--- src/rtl/cim_seq_ctrl.sv ---
// Bit-serial compute-in-memory sequencer: runs one job over bit-planes 0..L while a
// weight loader fills the shadow bank, then swaps banks once the job FSM is idle.
module cim_seq_ctrl #(
    parameter int WEIGHT_BITS = 12,
    parameter int WDEPTH      = 144,
    parameter int ACC_LAT     = 2
) (
    input  logic                   clk,
    input  logic                   rst_n,
    input  logic                   start_valid,
    output logic                   start_ready,
    input  logic [3:0]             cfg_last_sel,
    input  logic                   cfg_signed,
    input  logic                   w_valid,
    output logic                   w_ready,
    input  logic [WEIGHT_BITS-1:0] w_data,
    output logic [3:0]             sel,
    output logic                   mac_on_pong_row,
    output logic                   write_to_pong_row,
    output logic                   start_acc,
    output logic                   signed_op,
    output logic                   we,
    output logic [7:0]             wa,
    output logic [WEIGHT_BITS-1:0] d_in,
    output logic                   busy,
    output logic                   out_valid,
    output logic                   swap_pulse,
    output logic [1:0]             fsm_state
);

    typedef enum logic [1:0] {
        IDLE  = 2'd0,
        RUN   = 2'd1,
        DRAIN = 2'd2,
        DONE  = 2'd3
    } state_t;

    localparam logic [7:0] LAST_ROW   = 8'(WDEPTH - 1);
    localparam logic [3:0] DRAIN_LAST = 4'(ACC_LAT - 1);

    state_t                 state, state_n;
    logic [3:0]             last_sel, last_sel_n;
    logic [3:0]             drain_cnt, drain_cnt_n;
    logic [7:0]             wr_ptr, wr_ptr_n;
    logic                   shadow_full, shadow_full_n;
    logic                   bank_valid, bank_valid_n;

    logic [3:0]             sel_n;
    logic                   start_acc_n, signed_op_n, we_n, mac_n, wtp_n;
    logic                   busy_n, out_valid_n, swap_n, start_ready_n, w_ready_n;
    logic [7:0]             wa_n;
    logic [WEIGHT_BITS-1:0] d_in_n;
    logic                   start_fire, w_fire;

    // Handshakes: a transfer happens on the rising edge where valid and ready are both 1.
    // Both ready outputs are flops computed from next-cycle state, so they never depend
    // combinationally on valid; valid may be held or dropped freely and nothing is queued.
    assign start_fire = start_valid && start_ready;
    assign w_fire     = w_valid && w_ready;
    assign fsm_state  = state;

    always_comb begin
        state_n       = state;
        last_sel_n    = last_sel;
        drain_cnt_n   = drain_cnt;
        wr_ptr_n      = wr_ptr;
        shadow_full_n = shadow_full;
        bank_valid_n  = bank_valid;
        sel_n         = sel;
        start_acc_n   = 1'b0;
        signed_op_n   = signed_op;
        we_n          = 1'b0;
        wa_n          = wa;
        d_in_n        = d_in;
        wtp_n         = write_to_pong_row;
        mac_n         = mac_on_pong_row;

        case (state)
            IDLE: begin
                if (start_fire) begin
                    state_n     = RUN;
                    last_sel_n  = cfg_last_sel;
                    signed_op_n = cfg_signed;
                    sel_n       = 4'd0;
                    start_acc_n = 1'b1;
                end
            end
            RUN: begin
                if (sel == last_sel) begin
                    state_n     = DRAIN;
                    drain_cnt_n = DRAIN_LAST;
                end else begin
                    sel_n = sel + 4'd1;
                end
            end
            DRAIN: begin
                if (drain_cnt == 4'd0) begin
                    state_n = DONE;
                end else begin
                    drain_cnt_n = drain_cnt - 4'd1;
                end
            end
            DONE: begin
                state_n = IDLE;
            end
            default: begin
                state_n = IDLE;
            end
        endcase

        // Loader writes into whichever bank the MAC side is not reading.
        if (w_fire) begin
            we_n   = 1'b1;
            wa_n   = wr_ptr;
            d_in_n = w_data;
            wtp_n  = ~mac_on_pong_row;
            if (wr_ptr == LAST_ROW) begin
                wr_ptr_n      = 8'd0;
                shadow_full_n = 1'b1;
            end else begin
                wr_ptr_n = wr_ptr + 8'd1;
            end
        end

        // swap_pulse is high exactly in the cycle the swap takes effect at its closing edge.
        if (swap_pulse) begin
            mac_n         = ~mac_on_pong_row;
            bank_valid_n  = 1'b1;
            shadow_full_n = 1'b0;
        end

        swap_n        = shadow_full_n && (state_n == IDLE) && !we_n;
        start_ready_n = (state_n == IDLE) && bank_valid_n && !swap_n;
        w_ready_n     = !shadow_full_n;
        busy_n        = (state_n != IDLE);
        out_valid_n   = (state_n == DONE);
    end

    always_ff @(posedge clk) begin
        if (!rst_n) begin
            state             <= IDLE;
            last_sel          <= 4'd0;
            drain_cnt         <= 4'd0;
            wr_ptr            <= 8'd0;
            shadow_full       <= 1'b0;
            bank_valid        <= 1'b0;
            sel               <= 4'd0;
            start_acc         <= 1'b0;
            signed_op         <= 1'b0;
            we                <= 1'b0;
            wa                <= 8'd0;
            d_in              <= '0;
            write_to_pong_row <= 1'b0;
            mac_on_pong_row   <= 1'b0;
            swap_pulse        <= 1'b0;
            start_ready       <= 1'b0;
            w_ready           <= 1'b0;
            busy              <= 1'b0;
            out_valid         <= 1'b0;
        end else begin
            state             <= state_n;
            last_sel          <= last_sel_n;
            drain_cnt         <= drain_cnt_n;
            wr_ptr            <= wr_ptr_n;
            shadow_full       <= shadow_full_n;
            bank_valid        <= bank_valid_n;
            sel               <= sel_n;
            start_acc         <= start_acc_n;
            signed_op         <= signed_op_n;
            we                <= we_n;
            wa                <= wa_n;
            d_in              <= d_in_n;
            write_to_pong_row <= wtp_n;
            mac_on_pong_row   <= mac_n;
            swap_pulse        <= swap_n;
            start_ready       <= start_ready_n;
            w_ready           <= w_ready_n;
            busy              <= busy_n;
            out_valid         <= out_valid_n;
        end
    end

endmodule

--- config.mk ---
export PLATFORM = sky130hd
export DESIGN_NAME = cim_seq_ctrl
export DESIGN_NICKNAME = d
export VERILOG_FILES = /design/src/rtl/cim_seq_ctrl.sv
export SDC_FILE = /design/constraint.sdc
export NUM_CORES = 1
export LEC_CHECK = 0
export BUFFER_PORTS_ARGS = -buffer_cell sky130_fd_sc_hd__buf_4
export CAP_MARGIN = 20
export CORE_UTILIZATION = 50
export CTS_CLUSTER_SIZE = 20
export DETAILED_ROUTE_END_ITERATION = 8
export PLACE_DENSITY_LB_ADDON = 0.3
export SLEW_MARGIN = 0
export SYNTH_ARGS = -nofsm -noshare
export SYNTH_HDL_FRONTEND = slang
export SYNTH_SLANG_ARGS = --single-unit
export TNS_END_PERCENT = 50
--- constraint.sdc ---
create_clock -name clk -period 2.05 [get_ports clk]
set_input_delay 0.3075 -clock clk [delete_from_list [all_inputs] [get_ports clk]]
set_output_delay 0.3075 -clock clk [all_outputs]
set_load 0.02 [all_outputs]
After elaboration in Yosys (flattened, before gate mapping)

Cells that the tools add are included.
W data, S select, Z words.

$add $sub $neg: 3
Eq/ne operators: 10
Muxes and demuxes: 17
Bitwise logic cells: 1
Reductions and logical operators: 19

Operator list:

| kind                  | count |
|---|---|
| $mux W4               | 4 |
| $pmux W4 S2           | 2 |
| $add A8 B1 Y8 const B | 1 |
| $eq A8 B8 Y1 const B  | 1 |
| $mux W8               | 1 |
| $ne A2 B2 Y1 const B  | 4 |
| $pmux W2 S4           | 1 |
| $eq A2 B2 Y1 const B  | 3 |
| $logic_and A1 B1 Y1   | 6 |
| $mux W1               | 6 |
| $mux W2               | 3 |
| $reduce_and A3 Y1     | 2 |
| $reduce_bool A2 Y1    | 3 |
| $add A4 B1 Y4 const B | 1 |
| $eq A4 B4 Y1          | 1 |
| $logic_not A2 Y1      | 2 |
| $logic_not A4 Y1      | 1 |
| $reduce_and A2 Y1     | 2 |
| $sub A4 B1 Y4 const B | 1 |
| $logic_not A1 Y1      | 3 |
| $eq A2 B1 Y1 const B  | 1 |
| $not A1 Y1            | 1 |

Flip-flop bits (word level): 54
Bits of input ports: 21
Output and inout bits: 36
Word-level logic and storage cells: 69

Longest topological paths before layout

Depth after elaboration: 8
Depth in mapped cells: 7
Gate-level depth less buffers: 6

Least setup slack after synthesis

Ideal clock, no wire load.

Path kind: flip-flop to flip-flop
Start point: register state[0] (netlist: fsm_state[0])
End point: register sel[3]
Setup time: 0.072 ns
Data arrival time: 1.561 ns
Data required time: 1.978 ns
Setup slack: 0.417 ns
Cell stages (with the launch flop): 8
Path buffers: 1
Clock period less this slack: 1.633 ns
Path through: dfxtp_1 -> inv_1 -> ha_1 -> and3_1 -> clkbuf_1 -> nor2_1 -> a211oi_1 -> mux2i_1

Word-level cells in the longest chain between the ends: 3
Elaborated cells on any way between the ends: 7
Classes of those cells: eq/ne: 3; mux: 1; reduce/logical: 3

Ends and longest elaborated chain:

| element                                                             | line | source |
|---|---|---|
| start: declaration                                                  | 41   | `state_t state, state_n;` |
| start signal: assignment                                            | 161  | `state <= state_n;` |
| $eq A2 B1 Y1 or $logic_not A2 Y1 (tied branches)                    | 78   | `case (state)` |
| $ne A2 B2 Y1 (no source line) or $reduce_bool A2 Y1 (tied branches) | --   |  |
| $reduce_and A3 Y1 (no source line)                                  | --   |  |
| end signal: assignment                                              | 167  | `sel <= sel_n;` |
| end: declaration                                                    | 17   | `output logic [3:0] sel,` |

Parallel ways exist; a longest one is shown, timed or not.
A chain may end at the register's enable or synchronous reset.

Final worst setup path

Start point: register state[0] (netlist: fsm_state[0])
End point: register out_valid

Word-level cells in the longest chain between the ends: 3
Elaborated cells on any way between the ends: 9
Classes of those cells: eq/ne: 4; mux: 4; reduce/logical: 1

Ends and longest elaborated chain:

| element                              | line | source |
|---|---|---|
| $eq A2 B2 Y1 (tied with other cells) | 78   |  |
| $pmux W2 S4 (*)                      | 78   |  |
| $eq A2 B2 Y1 (*)                     | 136  | `out_valid_n = (state_n == DONE);` |
| end signal: assignment               | 179  | `out_valid <= out_valid_n;` |
| end: declaration                     | 26   | `output logic out_valid,` |

Every way passes the cells marked *; elsewhere a longest branch is shown, timed or not.

==> impl_metrics.env <==
export IMPL_cts_resized_gates=0
export IMPL_regArea_um2=1080
export IMPL_slew_headroom_pct=59.6
export IMPL_dpl_cell_area_um2=2680
export IMPL_drive_above_1_share_pct=24.0
export IMPL_max_cap_violations=0
export IMPL_timing_fmax_mhz=590
export IMPL_tightestPinTransition_ns=0.600
export IMPL_hp_start="w_data[11]"
export IMPL_synth_async_reset_ratio_pct=0
export IMPL_start_util_pct=53.7
export IMPL_worstSkewPairLatency_ns=0.32
export IMPL_route_detailed_drc=0
export IMPL_portBuffers=56
export IMPL_cts_htree_levels=2
export IMPL_gp_congestion=0.815
export IMPL_slowest_delay_ns=0.34
export IMPL_clkSlewWorstSetupHoldPaths_ns=0.10
export IMPL_grt_max_degree=24
export IMPL_min_period_ns=1.70
export IMPL_grt_pass1_vias=1651
export IMPL_internal_power_mw=1.63
export IMPL_seq_area_frac_synth_pct=48.6
export IMPL_cts_setup_buffers=0
export IMPL_grt_use_total_pct=20.7
export IMPL_rsz0062_at_grt="no"
export IMPL_setup_viol=0
export IMPL_antenna_found_initial=0
export IMPL_wl_per_cell_um=12.3
export IMPL_cp_required_ns=2.31
export IMPL_numCtsBuffers=5
export IMPL_worst_clock_skew_ns=0.0127
export IMPL_hp_class="primary input to flop"
export IMPL_via_per_inst=5.12
export IMPL_coreArea_um2=4140
export IMPL_multiInputGateArea_um2=1070
export IMPL_dr_total_vias=1857
export IMPL_synth_ff_type="dfxtp_1"
export IMPL_drt_initial_drc_count=88
export IMPL_final_area_um2=2810
export IMPL_power_mw=2.19
export IMPL_clockRootBuffer="clkbuf_8"
export IMPL_hold_violations=0
export IMPL_synth_edff_count=0
export IMPL_critPathKind="flop to flop"
export IMPL_cp_data_arrival_time_ns=1.95
export IMPL_ys_ff_latch=54
export IMPL_ioPinCount=57
export IMPL_yosys_warnings=0
export IMPL_p_comb_share_pct=15.0
export IMPL_cts_tree="yes"
export IMPL_p_switching_mw=0.553
export IMPL_clockBufferDepth=2
export IMPL_diodes=0
export IMPL_r2r_start="fsm_state[0]$_SDFF_PN0_"
export IMPL_slew_violations=0
export IMPL_rows=23
export IMPL_layout_common_cells="nand2_1 (61), buf_4 (59), dfxtp_1 (54), a21oi_1 (30), nor2_1 (18)"
export IMPL_place_hpwl_um=3280
export IMPL_tns_ns=0
export IMPL_gr_total_overflow=0
export IMPL_critPathCaptureType="flop"
export IMPL_pwr_share_seq_pct=50.6
export IMPL_critPathSlowestCell="dfxtp_1"
export IMPL_grt_pass1_wl_um=7210
export IMPL_nets=339
export IMPL_cts_sinks=54
export IMPL_die_h_um=68.7
export IMPL_wl_um=4450
export IMPL_clkPwrFrac_pct=34.4
export IMPL_critPathMaxFanout=8
export IMPL_peakVddDrop_mv=0.622
export IMPL_start_kind="flop"
export IMPL_finalCritPeriodShare_pct=82.7
export IMPL_die_w_um=68.7
export IMPL_synth_area_um2=2220
export IMPL_avgSynthCellArea_um2=8.62
export IMPL_synthCells=258
export IMPL_ctsHoldBuffers=0
export IMPL_drtPass1Iterations=4
export IMPL_synth_cell_type_count=41
export IMPL_die_area_um2=4720
export IMPL_power_share_switching_pct=25.3
export IMPL_p_per_area_nw_per_um2=779
export IMPL_critPathLaunch="fsm_state[0]$_SDFF_PN0_"
export IMPL_postRouteAntennaNets=0
export IMPL_area_growth_pct=26.2
export IMPL_crit_chain="inv_1 > ha_1 > nand3_1 > o211ai_1 > a21boi_2 > and3_2"
export IMPL_synth_nets=285
export IMPL_final_common_cell="nand2_1"
export IMPL_status="completed"
export IMPL_p_leak_nw=1.20
export IMPL_nFillCells=363
[power groups by stage]
stage / Clock, mW / Combinational [mW] / Sequential [mW]
4_1_cts: 0.766 / 0.330 / 1.11
2_1_floorplan: 0 / 0.184 / 1.16
3_3_place_gp: 0 / 0.323 / 1.13
5_1_grt: 0.804 / 0.369 / 1.11
3_5_place_dp: 0 / 0.327 / 1.13
6_report: 0.751 / 0.328 / 1.11
[metal layers]
| layer | part of all wire, % | wire, um | vias up | track usage [%] |
|---|---|---|---|---|
| li1 | - | - | 975 | - |
| met1 | 46 | 2040 | 833 | 24.7 |
| met2 | 48 | 2130 | 42 | 35.7 |
| met3 | 4.4 | 196 | 7 | 3.95 |
| met4 | 1.7 | 77 | 0 | 9.64 |
| met5 | 0 | 0 | - | 0 |
[cells in the mapped netlist (all sizes together), types with 2 or more instances]
cell type | number | area share, %
and2 | 6 | 1.7
xnor2 | 5 | 2.0
nand2 | 61 | 10
nor3 | 4 | 0.90
inv | 7 | 1.2
ha | 6 | 3.4
nor4b | 2 | 1.1
xor2 | 7 | 2.8
mux2i | 5 | 2.3
buf | 6 | 1.0
dfxtp | 54 | 49
nand3 | 5 | 1.1
nand4 | 4 | 1.1
nand3b | 3 | 1.0
clkbuf | 6 | 1.0
a211oi | 2 | 0.68
and3 | 5 | 1.5
nand2b | 3 | 0.84
o21a | 2 | 0.68
a21oi | 30 | 6.8
nor2 | 18 | 3.0
[cell families (layout without fill, tap and decap cells)]
logic type / count (synthesis) / after routing / share of synthesized area [%]
DFF: 54 / 54 / 48.6
buffers and inverters: 19 / 74 / 3.21
and+or+nand+nor: 116 / 116 / 24.4
AOI/OAI and AO/OA: 46 / 46 / 13.4
adders and majority gates: 6 / 6 / 3.38
muxes: 5 / 5 / 2.25
xor gates and xnor gates: 12 / 12 / 4.73
[layout make-up]
class	instances	area share, %
flip-flops and latches	54	38.5
multi-input cells	185	38.2
repair buffers	59	15.8
clock buffers	6	2.94
well taps	50	2.23
clock inverters	2	1.38
inverters	7	0.937
[stage by stage]
step / utilization (%) / worst slack, ns / hold WS, ns / std cells
2_1_floorplan: - / 0.417 / 0.443 / 258
3_3_place_gp: 64.8 / 0.441 / 0.442 / 355
3_5_place_dp: 64.8 / 0.375 / 0.448 / 355
4_1_cts: 67.7 / 0.338 / 0.229 / 363
5_1_grt: 67.7 / 0.117 / 0.233 / 363
6_report: 67.7 / 0.354 / 0.231 / 363
[flip-flops by register name (all words and copies together) (netlist names), 2 cells and up]
name / cells
drain_cnt: 4
fsm_state: 2
wr_ptr: 8
d_in: 12
last_sel: 4
wa: 8
sel: 4
[critical path: cells and delay by family, from the launching register on]
family          cells  cell delay, ns
simple gates        2            0.48
compound gates      2            0.47
fa+ha+maj           1            0.27
flops               1            0.34
buf+inv             1            0.10
[path summary, 6_finish.rpt]
check,end,slack (ns),depth (start not counted)
setup / recovery,out_valid$_SDFF_PN0_,0.35,6
hold / removal,d_in[11]$_SDFFE_PN0P_,0.23,3
hold reg to reg,wa[2]$_SDFFE_PN0P_,0.46,2
setup reg to reg,out_valid$_SDFF_PN0_,0.35,6
Note: power is estimated with default switching activity, not from simulation.
